--- src/rtl/rename_map_ckpt_pkg.sv ---
// Shared types for the register alias table with branch checkpoints.
// Sizes, lane/tag bundles, map type and a pointer-wrap helper.
package rename_pkg;

   localparam int N_WAY     = 2;
   localparam int ARCH_REGS = 32;
   localparam int PHYS_REGS = 64;
   localparam int N_CKPT    = 4;

   localparam int AR_BITS  = $clog2(ARCH_REGS);
   localparam int PR_BITS  = $clog2(PHYS_REGS);
   localparam int CK_BITS  = $clog2(N_CKPT);
   localparam int CNT_BITS = CK_BITS + 1;

   typedef logic [AR_BITS-1:0]  ar_t;
   typedef logic [PR_BITS-1:0]  pr_t;
   typedef logic [CK_BITS-1:0]  ck_t;
   typedef logic [CNT_BITS-1:0] cnt_t;

   typedef logic [ARCH_REGS-1:0][PR_BITS-1:0] map_t;

   typedef struct packed {
      logic valid;
      ar_t  dest;
      ar_t  src1;
      ar_t  src2;
      logic is_br;
   } rename_lane_t;

   typedef struct packed {
      pr_t  pr;
      logic rdy;
   } src_tag_t;

   // N_CKPT is a power of two, so truncation is the modulo.
   function automatic ck_t ck_add(ck_t a, int n);
      return ck_t'(int'(a) + n);
   endfunction

endpackage

--- src/rtl/rename_map_ckpt_if.sv ---
// Dispatch, CDB, branch-resolve and recovery bundle of the rename stage.
// master: decoder/freelist/backend side; slave: the alias table.
interface rename_map_ckpt_if;
   import rename_pkg::*;

   logic [N_WAY-1:0]              dis_valid;
   logic [N_WAY-1:0][AR_BITS-1:0] dis_dest;
   logic [N_WAY-1:0][AR_BITS-1:0] dis_src1;
   logic [N_WAY-1:0][AR_BITS-1:0] dis_src2;
   logic [N_WAY-1:0][PR_BITS-1:0] dis_new_pr;
   logic [N_WAY-1:0]              dis_is_br;
   logic [N_WAY-1:0]              cdb_valid;
   logic [N_WAY-1:0][PR_BITS-1:0] cdb_pr;
   logic                          br_valid;
   logic [CK_BITS-1:0]            br_id;
   logic                          br_mispredict;
   logic                          flush;
   map_t                          arch_map;

   logic [N_WAY-1:0][PR_BITS-1:0] src1_pr;
   logic [N_WAY-1:0][PR_BITS-1:0] src2_pr;
   logic [N_WAY-1:0]              src1_rdy;
   logic [N_WAY-1:0]              src2_rdy;
   logic [N_WAY-1:0][PR_BITS-1:0] old_pr;
   logic [CK_BITS-1:0]            ckpt_id;
   logic                          dis_stall;
   logic                          ckpt_full;

   modport master (
      output dis_valid, dis_dest, dis_src1, dis_src2,
      output dis_new_pr, dis_is_br, cdb_valid, cdb_pr,
      output br_valid, br_id, br_mispredict, flush, arch_map,
      input  src1_pr, src2_pr, src1_rdy, src2_rdy,
      input  old_pr, ckpt_id, dis_stall, ckpt_full
   );

   modport slave (
      input  dis_valid, dis_dest, dis_src1, dis_src2,
      input  dis_new_pr, dis_is_br, cdb_valid, cdb_pr,
      input  br_valid, br_id, br_mispredict, flush, arch_map,
      output src1_pr, src2_pr, src1_rdy, src2_rdy,
      output old_pr, ckpt_id, dis_stall, ckpt_full
   );

endinterface

--- src/rtl/rename_map_ckpt_bank.sv ---
// Checkpoint slot storage with head/tail/count/done ring control.
// Ports: wr_en/wr_map snapshot at tail, br_* resolve, rd_map = slot[br_id].
module rat_ckpt_bank
   import rename_pkg::*;
(
   input  logic clock,
   input  logic reset,
   input  logic flush,
   input  logic wr_en,
   input  map_t wr_map,
   input  logic br_valid,
   input  logic br_mispredict,
   input  ck_t  br_id,
   output map_t rd_map,
   output ck_t  tail,
   output logic full
);

   map_t              slot_q [N_CKPT];
   ck_t               head_q;
   ck_t               tail_q;
   cnt_t              count_q;
   logic [N_CKPT-1:0] done_q;

   logic [N_CKPT-1:0] done_set;
   logic [N_CKPT-1:0] adv_mask;
   logic [N_CKPT-1:0] keep_mask;
   cnt_t              adv;
   cnt_t              keep;
   logic              run;

   // The resolve arriving this cycle already counts toward retiring
   // slots; only slots live at cycle start are considered.
   always_comb begin
      done_set = done_q;
      if (br_valid && !br_mispredict)
         done_set[br_id] = 1'b1;
      adv       = '0;
      adv_mask  = '0;
      run       = 1'b1;
      keep      = cnt_t'(ck_t'(br_id - head_q));
      keep_mask = '0;
      for (int i = 0; i < N_CKPT; i++) begin
         if (run && cnt_t'(i) < count_q &&
             done_set[ck_add(head_q, i)]) begin
            adv = adv + cnt_t'(1);
            adv_mask[ck_add(head_q, i)] = 1'b1;
         end else begin
            run = 1'b0;
         end
         if (cnt_t'(i) < keep)
            keep_mask[ck_add(head_q, i)] = 1'b1;
      end
   end

   always_ff @(posedge clock) begin
      if (reset || flush) begin
         head_q  <= '0;
         tail_q  <= '0;
         count_q <= '0;
         done_q  <= '0;
      end else if (br_valid && br_mispredict) begin
         tail_q  <= br_id;
         count_q <= keep;
         done_q  <= done_q & keep_mask;
      end else begin
         head_q  <= ck_add(head_q, int'(adv));
         tail_q  <= wr_en ? ck_add(tail_q, 1) : tail_q;
         count_q <= count_q - adv + cnt_t'(wr_en);
         done_q  <= done_set & ~adv_mask;
      end
   end

   always_ff @(posedge clock) begin
      if (wr_en)
         slot_q[tail_q] <= wr_map;
   end

   assign rd_map = slot_q[br_id];
   assign tail   = tail_q;
   assign full   = (count_q == cnt_t'(N_CKPT));

endmodule

--- src/rtl/rename_map_ckpt.sv ---
// N-way register alias table with CDB readiness and branch checkpoints.
// Ports: clock, reset (sync, high), rif (slave side of rename_map_ckpt_if).
module rename_map_ckpt
   import rename_pkg::*;
(
   input logic              clock,
   input logic              reset,
   rename_map_ckpt_if.slave rif
);

   rename_lane_t [N_WAY-1:0] lane;
   src_tag_t     [N_WAY-1:0] tag1;
   src_tag_t     [N_WAY-1:0] tag2;
   pr_t          [N_WAY-1:0] old;

   map_t                 map_q;
   map_t                 map_post;
   map_t                 ckpt_map;
   logic [PHYS_REGS-1:0] rdy_q;
   logic [PHYS_REGS-1:0] rdy_next;
   logic [PHYS_REGS-1:0] cdb_hit;

   logic has_br;
   logic mispredict;
   logic stall;
   logic accept;
   logic ck_wr;
   logic ckpt_full;
   ck_t  tail;

   always_comb begin
      for (int n = 0; n < N_WAY; n++) begin
         lane[n].valid = rif.dis_valid[n];
         lane[n].dest  = rif.dis_dest[n];
         lane[n].src1  = rif.dis_src1[n];
         lane[n].src2  = rif.dis_src2[n];
         lane[n].is_br = rif.dis_is_br[n];
      end
   end

   always_comb begin
      cdb_hit = '0;
      for (int j = 0; j < N_WAY; j++)
         if (rif.cdb_valid[j])
            cdb_hit[rif.cdb_pr[j]] = 1'b1;
   end

   // Older lanes of the bundle override the table; the youngest
   // matching older lane is applied last and therefore wins.
   always_comb begin
      for (int n = 0; n < N_WAY; n++) begin
         tag1[n].pr  = map_q[lane[n].src1];
         tag1[n].rdy = rdy_q[tag1[n].pr] | cdb_hit[tag1[n].pr];
         tag2[n].pr  = map_q[lane[n].src2];
         tag2[n].rdy = rdy_q[tag2[n].pr] | cdb_hit[tag2[n].pr];
         old[n]      = map_q[lane[n].dest];
         for (int k = 0; k < n; k++) begin
            if (lane[k].valid && lane[k].dest != '0) begin
               if (lane[k].dest == lane[n].src1)
                  tag1[n] = '{pr: rif.dis_new_pr[k], rdy: 1'b0};
               if (lane[k].dest == lane[n].src2)
                  tag2[n] = '{pr: rif.dis_new_pr[k], rdy: 1'b0};
               if (lane[k].dest == lane[n].dest)
                  old[n] = rif.dis_new_pr[k];
            end
         end
         if (lane[n].src1 == '0)
            tag1[n] = '{pr: '0, rdy: 1'b1};
         if (lane[n].src2 == '0)
            tag2[n] = '{pr: '0, rdy: 1'b1};
         if (lane[n].dest == '0)
            old[n] = '0;
         if (!lane[n].valid) begin
            tag1[n] = '0;
            tag2[n] = '0;
            old[n]  = '0;
         end
      end
   end

   always_comb begin
      has_br = 1'b0;
      for (int n = 0; n < N_WAY; n++)
         has_br = has_br | (lane[n].valid & lane[n].is_br);
   end

   // ckpt_full reflects the count at cycle start, so a same-cycle
   // correct resolve never frees room for this bundle.
   assign mispredict = rif.br_valid & rif.br_mispredict;
   assign stall      = ckpt_full & has_br;
   assign accept     = ~stall & ~rif.flush & ~mispredict;
   assign ck_wr      = accept & has_br;

   always_comb begin
      map_post = map_q;
      for (int n = 0; n < N_WAY; n++)
         if (lane[n].valid && lane[n].dest != '0)
            map_post[lane[n].dest] = rif.dis_new_pr[n];
   end

   // Allocation clears are applied after CDB sets so the clear wins.
   always_comb begin
      rdy_next = rdy_q | cdb_hit;
      if (accept)
         for (int n = 0; n < N_WAY; n++)
            if (lane[n].valid && lane[n].dest != '0)
               rdy_next[rif.dis_new_pr[n]] = 1'b0;
   end

   always_ff @(posedge clock) begin
      if (reset) begin
         for (int i = 0; i < ARCH_REGS; i++)
            map_q[i] <= PR_BITS'(i);
         rdy_q <= '1;
      end else if (rif.flush) begin
         map_q <= rif.arch_map;
         rdy_q <= '1;
      end else begin
         if (mispredict)
            map_q <= ckpt_map;
         else if (accept)
            map_q <= map_post;
         rdy_q <= rdy_next;
      end
   end

   rat_ckpt_bank u_bank (
      .clock         (clock),
      .reset         (reset),
      .flush         (rif.flush),
      .wr_en         (ck_wr),
      .wr_map        (map_post),
      .br_valid      (rif.br_valid),
      .br_mispredict (rif.br_mispredict),
      .br_id         (rif.br_id),
      .rd_map        (ckpt_map),
      .tail          (tail),
      .full          (ckpt_full)
   );

   always_comb begin
      for (int n = 0; n < N_WAY; n++) begin
         rif.src1_pr[n]  = tag1[n].pr;
         rif.src1_rdy[n] = tag1[n].rdy;
         rif.src2_pr[n]  = tag2[n].pr;
         rif.src2_rdy[n] = tag2[n].rdy;
         rif.old_pr[n]   = old[n];
      end
      rif.ckpt_id   = has_br ? tail : '0;
      rif.dis_stall = stall;
      rif.ckpt_full = ckpt_full;
   end

endmodule

--- src/flat_wrapper.sv ---
// flat-port wrapper written by rule: the top's interface ports become plain ports
module rename_map_ckpt_flat import rename_pkg::*;
  (clock, reset, rif_dis_valid, rif_dis_dest, rif_dis_src1, rif_dis_src2, rif_dis_new_pr, rif_dis_is_br, rif_cdb_valid, rif_cdb_pr, rif_br_valid, rif_br_id, rif_br_mispredict, rif_flush, rif_arch_map, rif_src1_pr, rif_src2_pr, rif_src1_rdy, rif_src2_rdy, rif_old_pr, rif_ckpt_id, rif_dis_stall, rif_ckpt_full);
  rename_map_ckpt_if rif_i ();
  input logic clock;
  input logic reset;
  input wire logic [$bits(rif_i.dis_valid)-1:0] rif_dis_valid;
  input wire logic [$bits(rif_i.dis_dest)-1:0] rif_dis_dest;
  input wire logic [$bits(rif_i.dis_src1)-1:0] rif_dis_src1;
  input wire logic [$bits(rif_i.dis_src2)-1:0] rif_dis_src2;
  input wire logic [$bits(rif_i.dis_new_pr)-1:0] rif_dis_new_pr;
  input wire logic [$bits(rif_i.dis_is_br)-1:0] rif_dis_is_br;
  input wire logic [$bits(rif_i.cdb_valid)-1:0] rif_cdb_valid;
  input wire logic [$bits(rif_i.cdb_pr)-1:0] rif_cdb_pr;
  input wire logic [$bits(rif_i.br_valid)-1:0] rif_br_valid;
  input wire logic [$bits(rif_i.br_id)-1:0] rif_br_id;
  input wire logic [$bits(rif_i.br_mispredict)-1:0] rif_br_mispredict;
  input wire logic [$bits(rif_i.flush)-1:0] rif_flush;
  input wire logic [$bits(rif_i.arch_map)-1:0] rif_arch_map;
  output wire logic [$bits(rif_i.src1_pr)-1:0] rif_src1_pr;
  output wire logic [$bits(rif_i.src2_pr)-1:0] rif_src2_pr;
  output wire logic [$bits(rif_i.src1_rdy)-1:0] rif_src1_rdy;
  output wire logic [$bits(rif_i.src2_rdy)-1:0] rif_src2_rdy;
  output wire logic [$bits(rif_i.old_pr)-1:0] rif_old_pr;
  output wire logic [$bits(rif_i.ckpt_id)-1:0] rif_ckpt_id;
  output wire logic [$bits(rif_i.dis_stall)-1:0] rif_dis_stall;
  output wire logic [$bits(rif_i.ckpt_full)-1:0] rif_ckpt_full;
  assign rif_i.dis_valid = rif_dis_valid;
  assign rif_i.dis_dest = rif_dis_dest;
  assign rif_i.dis_src1 = rif_dis_src1;
  assign rif_i.dis_src2 = rif_dis_src2;
  assign rif_i.dis_new_pr = rif_dis_new_pr;
  assign rif_i.dis_is_br = rif_dis_is_br;
  assign rif_i.cdb_valid = rif_cdb_valid;
  assign rif_i.cdb_pr = rif_cdb_pr;
  assign rif_i.br_valid = rif_br_valid;
  assign rif_i.br_id = rif_br_id;
  assign rif_i.br_mispredict = rif_br_mispredict;
  assign rif_i.flush = rif_flush;
  assign rif_i.arch_map = rif_arch_map;
  assign rif_src1_pr = rif_i.src1_pr;
  assign rif_src2_pr = rif_i.src2_pr;
  assign rif_src1_rdy = rif_i.src1_rdy;
  assign rif_src2_rdy = rif_i.src2_rdy;
  assign rif_old_pr = rif_i.old_pr;
  assign rif_ckpt_id = rif_i.ckpt_id;
  assign rif_dis_stall = rif_i.dis_stall;
  assign rif_ckpt_full = rif_i.ckpt_full;
  rename_map_ckpt u_core (.clock(clock), .reset(reset), .rif(rif_i));
endmodule
--- config.mk ---
export PLATFORM = sky130hd
export DESIGN_NAME = rename_map_ckpt_flat
export DESIGN_NICKNAME = d
export VERILOG_FILES = /design/src/rtl/rename_map_ckpt_pkg.sv /design/src/rtl/rename_map_ckpt_if.sv /design/src/rtl/rename_map_ckpt_bank.sv /design/src/rtl/rename_map_ckpt.sv /design/src/flat_wrapper.sv
export SDC_FILE = /design/constraint.sdc
export NUM_CORES = 2
export LEC_CHECK = 0
export BUFFER_PORTS_ARGS = -buffer_cell sky130_fd_sc_hd__buf_2
export CAP_MARGIN = 10
export CORE_MARGIN = 5
export CORE_UTILIZATION = 30
export DETAILED_ROUTE_END_ITERATION = 16
export PLACE_DENSITY = 0.49
export SKIP_CTS_REPAIR_TIMING = 1
export SYNTH_ARGS = -nofsm -noshare
export SYNTH_HDL_FRONTEND = slang
export SYNTH_SLANG_ARGS = --single-unit
--- constraint.sdc ---
create_clock -name clock -period 7.6 [get_ports clock]
set_clock_uncertainty 0.1 [all_clocks]
set_input_delay 0.76 -clock clock [delete_from_list [all_inputs] [get_ports clock]]
set_output_delay 0.76 -clock clock [all_outputs]
set_load 0.02 [all_outputs]
* Word level (Yosys, flattened, before mapping)
Memory sizes are Yosys's and may differ from the RTL's.
Index checks and enable logic that the tools add are counted.
** Word-level totals
- Flip-flop bits (word level) :: 267
- RAM bits :: 768
- Bits of input ports :: 259
- Logic and storage cells :: 268
- Memories kept :: 1
** Memories
- u_core.u_bank.slot_q :: words 4, width 192, rd ports 1, clocked after Yosys merged registers in 0, write ports 1, RTL line rename_map_ckpt_bank.sv:19 : map_t slot_q [N_CKPT];
** Operators by class
- $add $sub $neg :: 11
- Magnitude comparators :: 37
- Eq/ne operators :: 4
- Multiplexer cells :: 111
- Bitwise logic cells :: 30
- Reductions and logical operators :: 36
** Operators with widths (number)
- $mux W192 :: 5
- $bwmux W192 :: 2
- $mux W64 :: 6
- $bmux W6 S5 :: 6
- $and A64 B64 Y64 :: 2
- $not A64 Y64 :: 2
- $or A64 B64 Y64 :: 2
- $mux W6 :: 14
- $mux W7 :: 12
- $demux W6 S5 :: 2
- $lt A6 B7 Y1 const B :: 8
- $bmux W1 S6 :: 8
- $lt A5 B6 Y1 const B :: 6
- $mux W4 :: 9
- $logic_not A5 Y1 :: 6
- $mux W1 :: 27
- $demux W1 S6 :: 4
- $ge A6 B1 Y1 const B :: 4
- $or A4 B4 Y4 :: 6
- $logic_and A1 B1 Y1 :: 22
- $eq A5 B5 Y1 :: 3
- $lt A2 B3 Y1 const B :: 5
- $demux W1 S2 :: 5
- $ge A2 B1 Y1 const B :: 5
- 27 further kinds :: 58

* Longest topological paths before layout
- Depth after elaboration :: 22
- Mapped depth :: 20
- Gate-level depth less buffers :: 20

* Modules after synthesis
From an unflattened synthesis, not the netlist that was laid out.
** Unflattened totals
- Cells, all modules :: 4706
- Area total of the unflattened synthesis :: 58542.4 µm²
** Modules (own cells, without submodules)
- rename_map_ckpt :: instances 1, cells an instance 3527, area each 29548.3 µm²
- rat_ckpt_bank :: instances 1, cells an instance 1179, area each 28994.1 µm²

* Worst setup path before layout
Ideal clock, no wire load.
- Path kind :: in2reg
- Start :: in rif_dis_valid[1]
- End :: mem u_core.u_bank.slot_q[1][0] (netlist bit) (enable)
- Arrival time :: 6.148 ns
- Required time :: 6.924 ns
- Slack :: 0.776 ns
- Cell stages on the path :: 6
- Path through :: clkbuf_1 > a22oi_1 > nand2b_1 > nand2_1 > nor2_1 > and2_1
** Between the ends
- Word-level cells in the longest chain between the ends :: 9
** Ends and longest elaborated chain
- start, declared :: RTL line flat_wrapper.sv:7 : input wire logic [$bits(rif_i.dis_valid)-1:0] rif_dis_valid;
- $and A1 B1 Y1 * :: RTL line rename_map_ckpt.sv:84 : has_br = has_br | (lane[n].valid & lane[n].is_br);
- $or A1 B1 Y1 * :: RTL line rename_map_ckpt.sv:84
- $and A1 B1 Y1 :: RTL line rename_map_ckpt.sv:90 : assign stall = ckpt_full & has_br;
- $not A1 Y1 :: RTL line rename_map_ckpt.sv:91 : assign accept = ~stall & ~rif.flush & ~mispredict;
- $and A1 B1 Y1 (2 in series) :: RTL line rename_map_ckpt.sv:91
- $and A1 B1 Y1 * :: RTL line rename_map_ckpt.sv:92 : assign ck_wr = accept & has_br;
- $mux W1 * :: RTL line rename_map_ckpt_bank.sv:75 : if (wr_en)
- $mux W1 (not written as such) * :: RTL line rename_map_ckpt_bank.sv:76 : slot_q[tail_q] <= wr_map;
- end, declared :: RTL line rename_map_ckpt_bank.sv:19
Mark *: on every way between the ends. The rest lies on a longest branch, timed or not.

* Worst setup path after layout
- Start :: reg u_core.map_q[158] (netlist bit)
- End :: out rif_src1_rdy[0]
** Between the ends
- Word-level cells in the longest chain between the ends :: 7
- Elaborated cells between the ends (all ways) :: 9
- Classes of those cells :: mux (8); bitwise (1)
** Ends and longest elaborated chain
- start, declared :: RTL line rename_map_ckpt.sv:16 : map_t map_q;
- start signal, assigned by index :: RTL line rename_map_ckpt.sv:113 : map_q[i] <= PR_BITS'(i);
- start signal, assigned :: RTL line rename_map_ckpt.sv:116 : map_q <= rif.arch_map;
- start signal, assigned :: RTL line rename_map_ckpt.sv:120 : map_q <= ckpt_map;
- $bmux W6 S5 * :: RTL line rename_map_ckpt.sv:52 : tag1[n].pr = map_q[lane[n].src1];
- $mux W6 (not written as such) * :: RTL line rename_map_ckpt.sv:52
- $bmux W1 S6 :: RTL line rename_map_ckpt.sv:53 : tag1[n].rdy = rdy_q[tag1[n].pr] | cdb_hit[tag1[n].pr];
- $mux W1 (not written as such) :: RTL line rename_map_ckpt.sv:53
- $or A1 B1 Y1 * :: RTL line rename_map_ckpt.sv:53
- $mux W7 * :: RTL line rename_map_ckpt.sv:67 : if (lane[n].src1 == '0)
- $mux W7 * :: RTL line rename_map_ckpt.sv:73 : if (!lane[n].valid) begin
- end, declared :: RTL line flat_wrapper.sv:22 : output wire logic [$bits(rif_i.src1_rdy)-1:0] rif_src1_rdy;
Mark *: on every way between the ends. The rest lies on a longest branch, timed or not. The select of a mux whose other input is x is not followed.

==> results by group <==
Status
  – Status: complete, no violations

Cells and area
  – Syn-to-layout area delta: 14.0%
  – Fraction of layout cells with a size suffix above 1: 21.4%
  – Final non-filler cell total: 7,915
  – Commonest non-fill, non-tap cell in the layout: edfxtp_1
  – Final net count: 5,450
  – Commonest cells after routing, fill and taps aside: edfxtp_1, nor2_1, a21oi_1, mux2i_1, nand2_1

Run
  – Max-Cap Viols: 0

Placed design
  – Final HPWL from detailed placement: 190 mm
  – IO buf count: 302
  – Placer Congestion: 1.01
  – Cells after DPL: 7,676

Clock network
  – CTS clk-pin slew, worst paths: 0.06 ns
  – # clock sinks: 1,035
  – H-tree lvl count: 3
  – CTS Root Cell: clkbuf_16
  – Num CTS Buffers: 115
  – CTS tree: done
  – Clk buf depth: 3
  – Skew-Pair Late Insertion Delay: 0.78 ns

Global route
  – Global Route Usage Sum: 26.0%
  – GR peak layer: met2
  – Vias in the first global route: 45,000
  – Met1 usage: 33.6%
  – Antenna violations before repair: 51
  – Met3 Usage GRT: 6.06%
  – First-pass GRT wire length: 377 mm
  – Largest net degree at the start of global routing: 163
  – Total grt overflow: 0
  – Met2 Track Usage GR: 39.9%

Synthesis
  – Post-synthesis compound-gate area fraction: 11.8%
  – Synth Area in Simple Gates: 9.76%
  – Synth Instances: 5,050
  – Main combinational cell family by area after synthesis: multiplexers
  – Syn Nets: 5,330
  – Top FF cell, synth: edfxtp_1
  – Synth Area in Adders: 0.458%
  – Synthesized area: 0.0590 sq mm
  – Async SR Flop Fraction: 0%
  – Number of synthesized register bits: 1,035
  – Post-synth top area cell: edfxtp_1
  – XOR/XNOR Fraction of Synth Area: 0.371%
  – Top cells by area, synth: edfxtp_1, mux4_2, dfxtp_1
  – Synth unique cells: 74
  – Post-synth EDFFs: 768
  – Mux contribution to synthesized area: 26.2%
  – Syn. warnings: 0
  – Top cell type's share of synthesized area: 39.1%
  – Sequential area share after synthesis: 48.1%
  – Avg Inst Size Synth: 11.7 sq um

Floorplanning
  – Die Y: 454 um
  – Die ar.: 0.206 sq mm
  – Num ports: 303
  – Num rows: 162
  – Initial Utilization: 30.2%
  – Die Span X: 454 um
  – Core area: 0.195 sq mm

Timing
  – Relative slew slack: 6.74%
  – Final setup vio count: 0
  – Fin crit period: 5.70 ns
  – Setup_tns: 0 ns
  – Final hold violations: 0
  – Max Freq: 0.176 GHz
  – Slew Limit Fails: 0
  – Unrepaired setup endpoints after global routing: false
  – Crit share post-route: 75.0%
  – Slew @ Worst Pin: 1.39 ns

Hold path
  – Hold depth: 3
  – Worst min path class: in -> reg

Setup path
  – Worst path max stage delay: 0.94 ns
  – Setup crit start kind: register
  – Critical path fanouts, max: 8
  – Worst setup EP type: output port
  – Crit-path slowest cell: dfxtp_1
  – Worst EP arrival: 4.84 ns
  – Crit Path Class: reg -> out
  – Cells on worst reg2reg path: 17
  – Critical path, cell by cell: mux4_2, a22oi_1, and3_1, a21oi_1, inv_1, nor2_1, a22oi_1, a311o_1, a211oi_1, a211o_1, buf_2
  – Crit-path most repeated cell: a22oi_1
  – Req. time, crit path: 6.74 ns

Power
  – PwrDens: 218 mW/mm^2
  – Worst vdd ir: 0.000176 V
  – P_leak: 23.3 nW

Detailed routing
  – Via count: 47,800
  – DR DRC count: 0
  – DRT antenna net count: 0
  – Router iterations before antenna repair: 10
  – Average wire per cell in the routed design: 35.0 um
  – Via density: 6.04
  – Initial DRC Count: 6,365
  – Drt total wl: 277 mm
[routing by layer]
metal / vias up / wire length, um
li1: 19700 / -
met1: 24100 / 106000
met2: 3160 / 123000
met3: 790 / 27500
met4: 10 / 20000
met5: - / 68
[critical path: cells and delay by family (launching register included)]
family | cells | cell delay, ns
AOI/OAI and AO/OA | 6 | 1.60
DFF | 1 | 0.94
and+or+nand+nor | 2 | 0.64
buffers and inverters | 2 | 0.47
muxes | 1 | 0.39
[Yosys cell counts, types with 17 or more instances]
| cell type | count |
|---|---|
| mux2i_1 | 486 |
| nor2b_1 | 46 |
| a22oi_1 | 156 |
| nor3_1 | 34 |
| edfxtp_1 | 768 |
| dfxtp_1 | 267 |
| mux4_2 | 454 |
| o22ai_1 | 90 |
| buf_4 | 24 |
| ha_1 | 20 |
| nand3_1 | 40 |
| inv_1 | 31 |
| buf_2 | 42 |
| nand3b_1 | 17 |
| nor2_1 | 617 |
| a211oi_1 | 25 |
| clkbuf_1 | 279 |
| o21ai_0 | 199 |
| nand2b_1 | 33 |
| a221oi_1 | 35 |
| a211o_1 | 47 |
| nand2_1 | 485 |
| a21oi_1 | 557 |
| buf_1 | 89 |
[flip-flops by register name, indices dropped and copies added, names as in the netlist]
| name | flops |
|---|---|
| u_core.u_bank.head_q | 2 |
| u_core.u_bank.slot_q | 768 |
| u_core.u_bank.tail | 2 |
| u_core.map_q | 192 |
| u_core.rdy_q | 64 |
| u_core.u_bank.count_q | 3 |
| u_core.u_bank.done_q | 4 |
[worst paths after layout]
kind,slack [ns],end,startpoint
worst min-delay path,0.13,u_core.map_q[0],rif_arch_map[0]
worst min register to register,0.36,u_core.u_bank.slot_q[1][5],u_core.map_q[5]
worst max register to register,2.99,u_core.u_bank.count_q[2],u_core.u_bank.head_q[0]
worst max-delay path,1.90,rif_src1_rdy[0],u_core.map_q[158]
[through the flow]
stage | hold WS, ns | total power, mW | util, % | instance area [sq um] | setup slack (ns)
final | 0.134 | 14.6 | 34.4 | 67300 | 1.90
after global routing | 0.139 | 15.1 | 34.4 | 67300 | 1.67
after CTS | 0.0856 | 14.7 | 34.4 | 67200 | 1.89
after detailed placement | 0.340 | 8.93 | 32.4 | 63300 | 1.90
after global placement | 0.343 | 8.92 | 32.4 | 63300 | 1.84
after floorplan | 0.356 | 7.96 | - | 59000 | 0.776
[cell type report]
type / count / area [sq um]
Antenna cell: 18 / 45.0
Fill cell: 19400 / 128000
Clock buffer: 160 / 3190
Clock inverter: 60 / 691
Inverter: 34 / 128
Timing Repair Buffer: 442 / 2750
Sequential cell: 1035 / 28400
Multi-Input combinational cell: 3542 / 28800
Tap cell: 2624 / 3280
[report_power, final]
| part | internal, mW | leakage, nW | switching, mW |
|---|---|---|---|
| combinational | 0.876 | 12.3 | 1.40 |
| clock | 3.35 | 1.88 | 2.42 |
| sequential | 6.25 | 9.16 | 0.350 |
[cell families (layout without fill, tap and decap cells)]
logic type | count (synthesis) | count (layout)
simple gates | 1362 | 1362
other cells | 0 | 18
xor+xnor | 25 | 25
flops | 1035 | 1035
buf+inv | 473 | 696
mux | 963 | 963
fa+ha+maj | 21 | 21
compound gates | 1171 | 1171
Power figures use the tool's default switching activity.
